==> src/rtl/mandelbrot_pkg.sv <==
// Shared types and helpers for the Mandelbrot frame-buffer scan-out streamer.
// Holds the pixel/FIFO entry layouts, the raster FSM states and the colour expander.
package mandelbrot_pkg;

   localparam int RGB_W   = 15;
   localparam int COORD_W = 10;

   typedef struct packed {
      logic [4:0] r;
      logic [4:0] g;
      logic [4:0] b;
   } rgb555_t;

   typedef struct packed {
      rgb555_t rgb;
      logic    tuser;
      logic    tlast;
      logic    eof;
   } fifo_entry_t;

   localparam int ENTRY_W = $bits(fifo_entry_t);

   typedef enum logic {
      SYNC   = 1'b0,
      STREAM = 1'b1
   } stream_state_e;

   // Replicating the top bits into the low bits maps full-scale 5-bit to full-scale 8-bit.
   function automatic logic [23:0] rgb555_to_888(input rgb555_t p);
      return {p.r, p.r[4:2], p.g, p.g[4:2], p.b, p.b[4:2]};
   endfunction

endpackage

==> src/rtl/mandelbrot_pixel_streamer_sync_fifo.sv <==
// Single-clock FIFO with show-ahead read data; push is refused when full and
// pop is ignored when empty, so callers may assert them unconditionally.
module sync_fifo #(
   parameter int WIDTH = 18,
   parameter int DEPTH = 16
) (
   input  logic             clk,
   input  logic             rst,
   input  logic             push,
   input  logic [WIDTH-1:0] wdata,
   input  logic             pop,
   output logic [WIDTH-1:0] rdata,
   output logic             full,
   output logic             empty
);

   localparam int AW = (DEPTH > 1) ? $clog2(DEPTH) : 1;
   localparam logic [AW:0] DEPTH_C = (AW+1)'(DEPTH);

   logic [WIDTH-1:0] mem_q [DEPTH];
   logic [AW-1:0]    wr_ptr_q;
   logic [AW-1:0]    rd_ptr_q;
   logic [AW:0]      count_q;
   logic             do_push;
   logic             do_pop;

   assign full    = (count_q == DEPTH_C);
   assign empty   = (count_q == '0);
   assign do_push = push && !full;
   assign do_pop  = pop && !empty;
   assign rdata   = mem_q[rd_ptr_q];

   // Pointer and occupancy bookkeeping; DEPTH is a power of two so pointers wrap naturally.
   always_ff @(posedge clk) begin
      if (!rst) begin
         wr_ptr_q <= '0;
         rd_ptr_q <= '0;
         count_q  <= '0;
      end else begin
         if (do_push) begin
            wr_ptr_q <= wr_ptr_q + AW'(1);
         end
         if (do_pop) begin
            rd_ptr_q <= rd_ptr_q + AW'(1);
         end
         case ({do_push, do_pop})
            2'b10:   count_q <= count_q + (AW+1)'(1);
            2'b01:   count_q <= count_q - (AW+1)'(1);
            default: count_q <= count_q;
         endcase
      end
   end

   // Storage array; contents need no reset because occupancy gates every read.
   always_ff @(posedge clk) begin
      if (do_push) begin
         mem_q[wr_ptr_q] <= wdata;
      end
   end

endmodule

==> src/rtl/mandelbrot_pixel_streamer.sv <==
// Frame-buffer scan-out consumer: checks raster order, buffers pixels and emits
// an RGB888 valid/ready stream with start-of-frame and end-of-line markers.
module mandelbrot_pixel_streamer
   import mandelbrot_pkg::*;
#(
   parameter int FIFO_DEPTH = 16
) (
   input  logic               clk,
   input  logic               rst,
   input  logic               in_valid,
   output logic               in_ready,
   input  logic [RGB_W-1:0]   in_rgb,
   input  logic [COORD_W-1:0] in_x,
   input  logic [COORD_W-1:0] in_y,
   input  logic [COORD_W-1:0] x_size,
   input  logic [COORD_W-1:0] y_size,
   output logic [23:0]        out_tdata,
   output logic               out_tvalid,
   input  logic               out_tready,
   output logic               out_tuser,
   output logic               out_tlast,
   output logic               frame_done,
   output logic               err_seq
);

   localparam logic [COORD_W-1:0] ONE = COORD_W'(1);

   stream_state_e      state_q, state_d;
   logic [COORD_W-1:0] ex_q, ex_d;
   logic [COORD_W-1:0] ey_q, ey_d;
   logic [COORD_W-1:0] xs_q, xs_d;
   logic [COORD_W-1:0] ys_q, ys_d;
   logic               err_q, err_d;
   logic               run_q;

   logic               out_tvalid_q;
   logic [23:0]        out_tdata_q;
   logic               out_tuser_q;
   logic               out_tlast_q;
   logic               out_eof_q;

   logic               accept;
   logic               at_origin;
   logic               last_col;
   logic               last_row;
   logic               fifo_push;
   logic               fifo_pop;
   logic               fifo_full;
   logic               fifo_empty;
   logic               out_load;
   fifo_entry_t        wr_entry;
   fifo_entry_t        rd_entry;

   assign in_ready  = run_q && !fifo_full;
   assign accept    = in_valid && in_ready;
   assign at_origin = (in_x == '0) && (in_y == '0);
   assign last_col  = (ex_q == xs_q - ONE);
   assign last_row  = (ey_q == ys_q - ONE);

   // Raster-order check: decide whether the accepted beat is pushed and where the scan goes next.
   always_comb begin
      state_d        = state_q;
      ex_d           = ex_q;
      ey_d           = ey_q;
      xs_d           = xs_q;
      ys_d           = ys_q;
      err_d          = err_q;
      fifo_push      = 1'b0;
      wr_entry.rgb   = rgb555_t'(in_rgb);
      wr_entry.tuser = 1'b0;
      wr_entry.tlast = 1'b0;
      wr_entry.eof   = 1'b0;
      case (state_q)
         SYNC: begin
            if (accept && at_origin && (x_size != '0) && (y_size != '0)) begin
               xs_d           = x_size;
               ys_d           = y_size;
               fifo_push      = 1'b1;
               wr_entry.tuser = 1'b1;
               wr_entry.tlast = (x_size == ONE);
               if ((x_size == ONE) && (y_size == ONE)) begin
                  wr_entry.eof = 1'b1;
               end else if (x_size == ONE) begin
                  ex_d    = '0;
                  ey_d    = ONE;
                  state_d = STREAM;
               end else begin
                  ex_d    = ONE;
                  ey_d    = '0;
                  state_d = STREAM;
               end
            end else begin
               state_d = SYNC;
            end
         end
         STREAM: begin
            if (!accept) begin
               state_d = STREAM;
            end else if ((in_x == ex_q) && (in_y == ey_q)) begin
               fifo_push      = 1'b1;
               wr_entry.tlast = last_col;
               if (last_col && last_row) begin
                  wr_entry.eof = 1'b1;
                  state_d      = SYNC;
               end else if (last_col) begin
                  ex_d = '0;
                  ey_d = ey_q + ONE;
               end else begin
                  ex_d = ex_q + ONE;
               end
            end else begin
               // Even a stray (0,0) here is dropped; resync waits for the next origin beat.
               err_d   = 1'b1;
               state_d = SYNC;
            end
         end
         default: begin
            state_d = SYNC;
         end
      endcase
   end

   // FSM, coordinate counters, latched frame size, sticky error and post-reset ready enable.
   always_ff @(posedge clk) begin
      if (!rst) begin
         state_q <= SYNC;
         ex_q    <= '0;
         ey_q    <= '0;
         xs_q    <= '0;
         ys_q    <= '0;
         err_q   <= 1'b0;
         run_q   <= 1'b0;
      end else begin
         state_q <= state_d;
         ex_q    <= ex_d;
         ey_q    <= ey_d;
         xs_q    <= xs_d;
         ys_q    <= ys_d;
         err_q   <= err_d;
         run_q   <= 1'b1;
      end
   end

   sync_fifo #(
      .WIDTH (ENTRY_W),
      .DEPTH (FIFO_DEPTH)
   ) u_fifo (
      .clk   (clk),
      .rst   (rst),
      .push  (fifo_push),
      .wdata (wr_entry),
      .pop   (fifo_pop),
      .rdata (rd_entry),
      .full  (fifo_full),
      .empty (fifo_empty)
   );

   assign out_load = !out_tvalid_q || out_tready;
   assign fifo_pop = out_load && !fifo_empty;

   // Output stage holds the beat steady under backpressure and refills from the FIFO otherwise.
   always_ff @(posedge clk) begin
      if (!rst) begin
         out_tvalid_q <= 1'b0;
         out_tdata_q  <= 24'h000000;
         out_tuser_q  <= 1'b0;
         out_tlast_q  <= 1'b0;
         out_eof_q    <= 1'b0;
      end else if (out_load) begin
         if (!fifo_empty) begin
            out_tvalid_q <= 1'b1;
            out_tdata_q  <= rgb555_to_888(rd_entry.rgb);
            out_tuser_q  <= rd_entry.tuser;
            out_tlast_q  <= rd_entry.tlast;
            out_eof_q    <= rd_entry.eof;
         end else begin
            out_tvalid_q <= 1'b0;
            out_tdata_q  <= 24'h000000;
            out_tuser_q  <= 1'b0;
            out_tlast_q  <= 1'b0;
            out_eof_q    <= 1'b0;
         end
      end
   end

   assign out_tvalid = out_tvalid_q;
   assign out_tdata  = out_tdata_q;
   assign out_tuser  = out_tuser_q;
   assign out_tlast  = out_tlast_q;
   assign err_seq    = err_q;
   // Pulse must coincide with the handshake itself, so it follows out_tready directly.
   assign frame_done = out_tvalid_q && out_tready && out_eof_q;

endmodule
==> config.mk <==
export PLATFORM = sky130hd
export DESIGN_NAME = mandelbrot_pixel_streamer
export DESIGN_NICKNAME = d
export VERILOG_FILES = /design/src/rtl/mandelbrot_pkg.sv /design/src/rtl/mandelbrot_pixel_streamer_sync_fifo.sv /design/src/rtl/mandelbrot_pixel_streamer.sv
export SDC_FILE = /design/constraint.sdc
export NUM_CORES = 1
export LEC_CHECK = 0
export ABC_AREA = 1
export CORE_MARGIN = 5
export CORE_UTILIZATION = 35
export DETAILED_ROUTE_END_ITERATION = 10
export HOLD_SLACK_MARGIN = 0.03
export SLEW_MARGIN = 20
export SYNTH_ARGS = -nofsm -noshare
export SYNTH_HDL_FRONTEND = slang
export SYNTH_SLANG_ARGS = --single-unit
==> constraint.sdc <==
create_clock -name clk -period 5.3 [get_ports clk]
set_input_delay 0.53 -clock clk [delete_from_list [all_inputs] [get_ports clk]]
set_output_delay 0.53 -clock clk [all_outputs]
set_load 0.02 [all_outputs]
==> results.sh <==
export IMPL_status="completed"
export IMPL_grtUsageMet1_pct=21.6
export IMPL_die_h_um=229
export IMPL_fin_area_um2=19700
export IMPL_reg2reg_slack_ns=1.89
export IMPL_synthesis_nets=1711
export IMPL_seq_area_frac_synth_pct=60.8
export IMPL_postCtsHoldBufs=0
export IMPL_grt_start_max_net_pins=86
export IMPL_setup_tns_ns=0
export IMPL_clk_pin_slew_ns=0.06
export IMPL_initial_core_util_pct=35.3
export IMPL_numPortBuffers=88
export IMPL_cp_arrival_ns=3.85
export IMPL_wl_mm=42.9
export IMPL_synthToLayoutAreaGrowth_pct=16.9
export IMPL_antenna_found_initial=0
export IMPL_antenna_cells=0
export IMPL_fin_crit_ns=3.41
export IMPL_ant_nets=0
export IMPL_syn_inst=1639
export IMPL_clk_latency_ns=0.57
export IMPL_cts_resized=0
export IMPL_finalCritPeriodShare_pct=64.4
export IMPL_htree_levels=2
export IMPL_fmax_ghz=0.293
export IMPL_swShare_pct=30.8
export IMPL_critPathMaxFanout=16
export IMPL_drive_gt1_share_pct=10.2
export IMPL_routabilityCongestion=0.858
export IMPL_worstPathRequired_ns=5.74
export IMPL_vdd_drop_max_mv=0.263
export IMPL_synth_seq_cells=367
export IMPL_path_class="flip-flop to flip-flop"
export IMPL_clock_skew_ns=0.0248
export IMPL_grt_pass1_wl_mm=66.7
export IMPL_cp_end_kind="flip-flop"
export IMPL_worstMarginPinSlew_ns=1.08
export IMPL_dp_cells=2284
export IMPL_grt_usage_pct=16.0
export IMPL_p_per_area_nw_per_um2=406
export IMPL_p_leak_nw=7.13
export IMPL_yosysWarnings=0
export IMPL_synth_edff_count=288
export IMPL_dr_pass1_iters=5
export IMPL_slew_viol_final=0
export IMPL_hold_depth=2
export IMPL_die_area_um2=52600
export IMPL_use_met3_pct=3.17
export IMPL_clockPowerShare_pct=34.8
export IMPL_core_area_um2=47600
export IMPL_netlist_area_um2=16800
export IMPL_startpoint_type="flip-flop"
export IMPL_synth_main_ff_cell="edfxtp_1"
export IMPL_combPwrFrac_pct=23.1
export IMPL_p_switching_mw=2.46
export IMPL_vias_per_cell=5.08
export IMPL_post_dp_cell_area_um2=18300
export IMPL_p_int_mw=5.53
export IMPL_async_reset_ff_share_pct=0
export IMPL_hp_start="u_fifo.rd_ptr_q[3]"
export IMPL_hold_violations=0
export IMPL_layout_commonest_cell="edfxtp_1"
export IMPL_clock_path_buffers=3
export IMPL_r2r_cells=16
export IMPL_final_cell_mix="288 x edfxtp_1, 233 x nand2_1, 198 x o21ai_0"
export IMPL_overflow=0
export IMPL_clkSinkCount=367
export IMPL_stdcell_count=2357
export IMPL_maxCapViolCount=0
export IMPL_synth_distinct_cells=45
export IMPL_ios=89
export IMPL_grt_setup_unrepaired="no"
export IMPL_drt_initial_drc_count=968
export IMPL_top_usage_layer="met2"
export IMPL_cts_root_buf="clkbuf_16"
export IMPL_r2r_end="u_fifo.count_q[4]"
export IMPL_cts_tree="done"
export IMPL_wl_per_cell_um=18.2
export IMPL_slew_headroom_pct=27.8
export IMPL_grtUsageMet2_pct=26.1
export IMPL_die_w_um=229
export IMPL_drc=0
export IMPL_synth_area_per_cell_um2=10.3
export IMPL_nNetsFinal=1783
export IMPL_power_frac_seq_pct=42.1
export IMPL_setup_violations=0
export IMPL_hold_class="flip-flop to flip-flop"
export IMPL_dpl_hpwl_mm=27.6
export IMPL_grt_pass1_vias=11800
export IMPL_numCtsBuffers=40
export IMPL_post_cts_buffers=0
export IMPL_r2r_start="state_q"
export IMPL_rows=80
export IMPL_via_count=12000
==> sequential cells by signal, indices dropped and copies added, names as in the netlist, named ones only <==
| name | flops |
|---|---|
| xs_q | 10 |
| u_fifo.count_q | 5 |
| u_fifo.rd_ptr_q | 4 |
| state_q | 1 |
| ex_q | 10 |
| u_fifo.wr_ptr_q | 4 |
| ey_q | 10 |
| run_q | 1 |
| out_tvalid | 1 |
| ys_q | 10 |
| out_tuser | 1 |
| u_fifo.mem_q | 288 |
| out_tdata | 15 |
| out_eof_q | 1 |
| err_seq | 1 |
| out_tlast | 1 |
==> cells by family after synthesis <==
family / Yosys count / share of synthesized area [%]
DFF: 367 / 60.8
and+or+nand+nor: 492 / 12.9
xor gates and xnor gates: 40 / 2.13
AOI/OAI and AO/OA: 389 / 12.5
muxes: 72 / 4.28
buffers and inverters: 266 / 6.48
adders and majority gates: 13 / 0.967
==> worst max-delay path by stage <==
| stage | endpoint | from | slack [ns] |
|---|---|---|---|
| after floorplan | u_fifo.count_q[4] | y_size[7] | 2.19 |
| after global placement | u_fifo.mem_q[9][8] | in_x[1] | 1.60 |
| after detailed placement | u_fifo.count_q[4] | y_size[7] | 1.48 |
| after CTS | u_fifo.count_q[4] | state_q | 1.93 |
| after global routing | u_fifo.count_q[4] | state_q | 1.66 |
| final | u_fifo.count_q[4] | state_q | 1.89 |
==> through the flow <==
| step | hold slack [ns] | util [%] | power [mW] | setup WS [ns] |
|---|---|---|---|---|
| finish | 0.449 | 41.3 | 7.99 | 1.89 |
| global route | 0.487 | 41.3 | 8.39 | 1.66 |
| CTS | 0.447 | 41.3 | 8.08 | 1.93 |
| detailed placement | 0.456 | 38.5 | 5.28 | 1.48 |
| global placement | 0.453 | 38.5 | 5.26 | 1.60 |
| floorplan | 0.436 | - | 4.62 | 2.19 |
==> synth_stat cells (2+ instances only) <==
| cell | count | area [µm²] |
|---|---|---|
| nor2_1 | 134 | 503 |
| nor2_4 | 3 | 33.8 |
| a21oi_2 | 12 | 105 |
| o22ai_1 | 10 | 62.6 |
| buf_2 | 24 | 120 |
| nand3_1 | 54 | 270 |
| buf_4 | 10 | 75.1 |
| a21oi_1 | 131 | 656 |
| mux2i_1 | 72 | 721 |
| nand3b_1 | 2 | 15.0 |
| inv_1 | 163 | 612 |
| clkinv_1 | 2 | 7.51 |
| nor3_1 | 13 | 65.1 |
| clkbuf_1 | 45 | 169 |
| nand2_2 | 10 | 62.6 |
| xnor2_1 | 10 | 87.6 |
| o21ai_1 | 6 | 30.0 |
| dfxtp_1 | 79 | 1580 |
| buf_6 | 3 | 33.8 |
| or2_2 | 3 | 18.8 |
| ha_1 | 13 | 163 |
| o211ai_1 | 21 | 158 |
| edfxtp_1 | 288 | 8650 |
| nand3_2 | 14 | 140 |
| buf_1 | 2 | 7.51 |
| o21ai_0 | 198 | 991 |
| xor2_1 | 29 | 254 |
| o221ai_1 | 6 | 52.6 |
| nor2_2 | 7 | 43.8 |
| nand2_1 | 233 | 875 |
| nand4_1 | 13 | 81.3 |
| inv_2 | 16 | 60.1 |
==> power by group through the flow <==
stage	logic, mW	clock network [mW]	registers, mW
after floorplan	1.25	0	3.37
after global placement	1.83	0	3.43
after detailed placement	1.85	0	3.43
after CTS	1.86	2.85	3.37
after global routing	2.04	2.97	3.39
final	1.85	2.78	3.37
==> critical path: stages (launching register included) <==
cell and delay [ns]:
dfxtp_1 0.62, inv_1 0.42, nand3_1 0.32, inv_1 0.09, nor2_1 0.32, ha_1 0.33
xor2_1 0.11, ha_1 0.19, a21o_1 0.17, nand2_1 0.06, nand2_1 0.05, a21oi_1 0.12
inv_1 0.06, o21ai_0 0.15, a21oi_1 0.07, o21ai_0 0.16, a21oi_1 0.05
==> layout make-up <==
cell class,instances,area [µm²]
flip-flops and latches,367,10200
repair buffers,115,1100
clock inverters,21,188
multi-input cells,1006,5570
inverters,181,679
well taps,615,769
clock buffers,52,1140
fillers,4560,28000
==> metal layers <==
layer	vias to the layer above	wire [µm]	share of wire, %
met5	-	0	0
met4	0	1160	2.7
met3	75	2650	6.2
li1	5785	-	-
met2	366	20000	47
met1	5739	19100	45
Power figures use the tool's default switching activity.
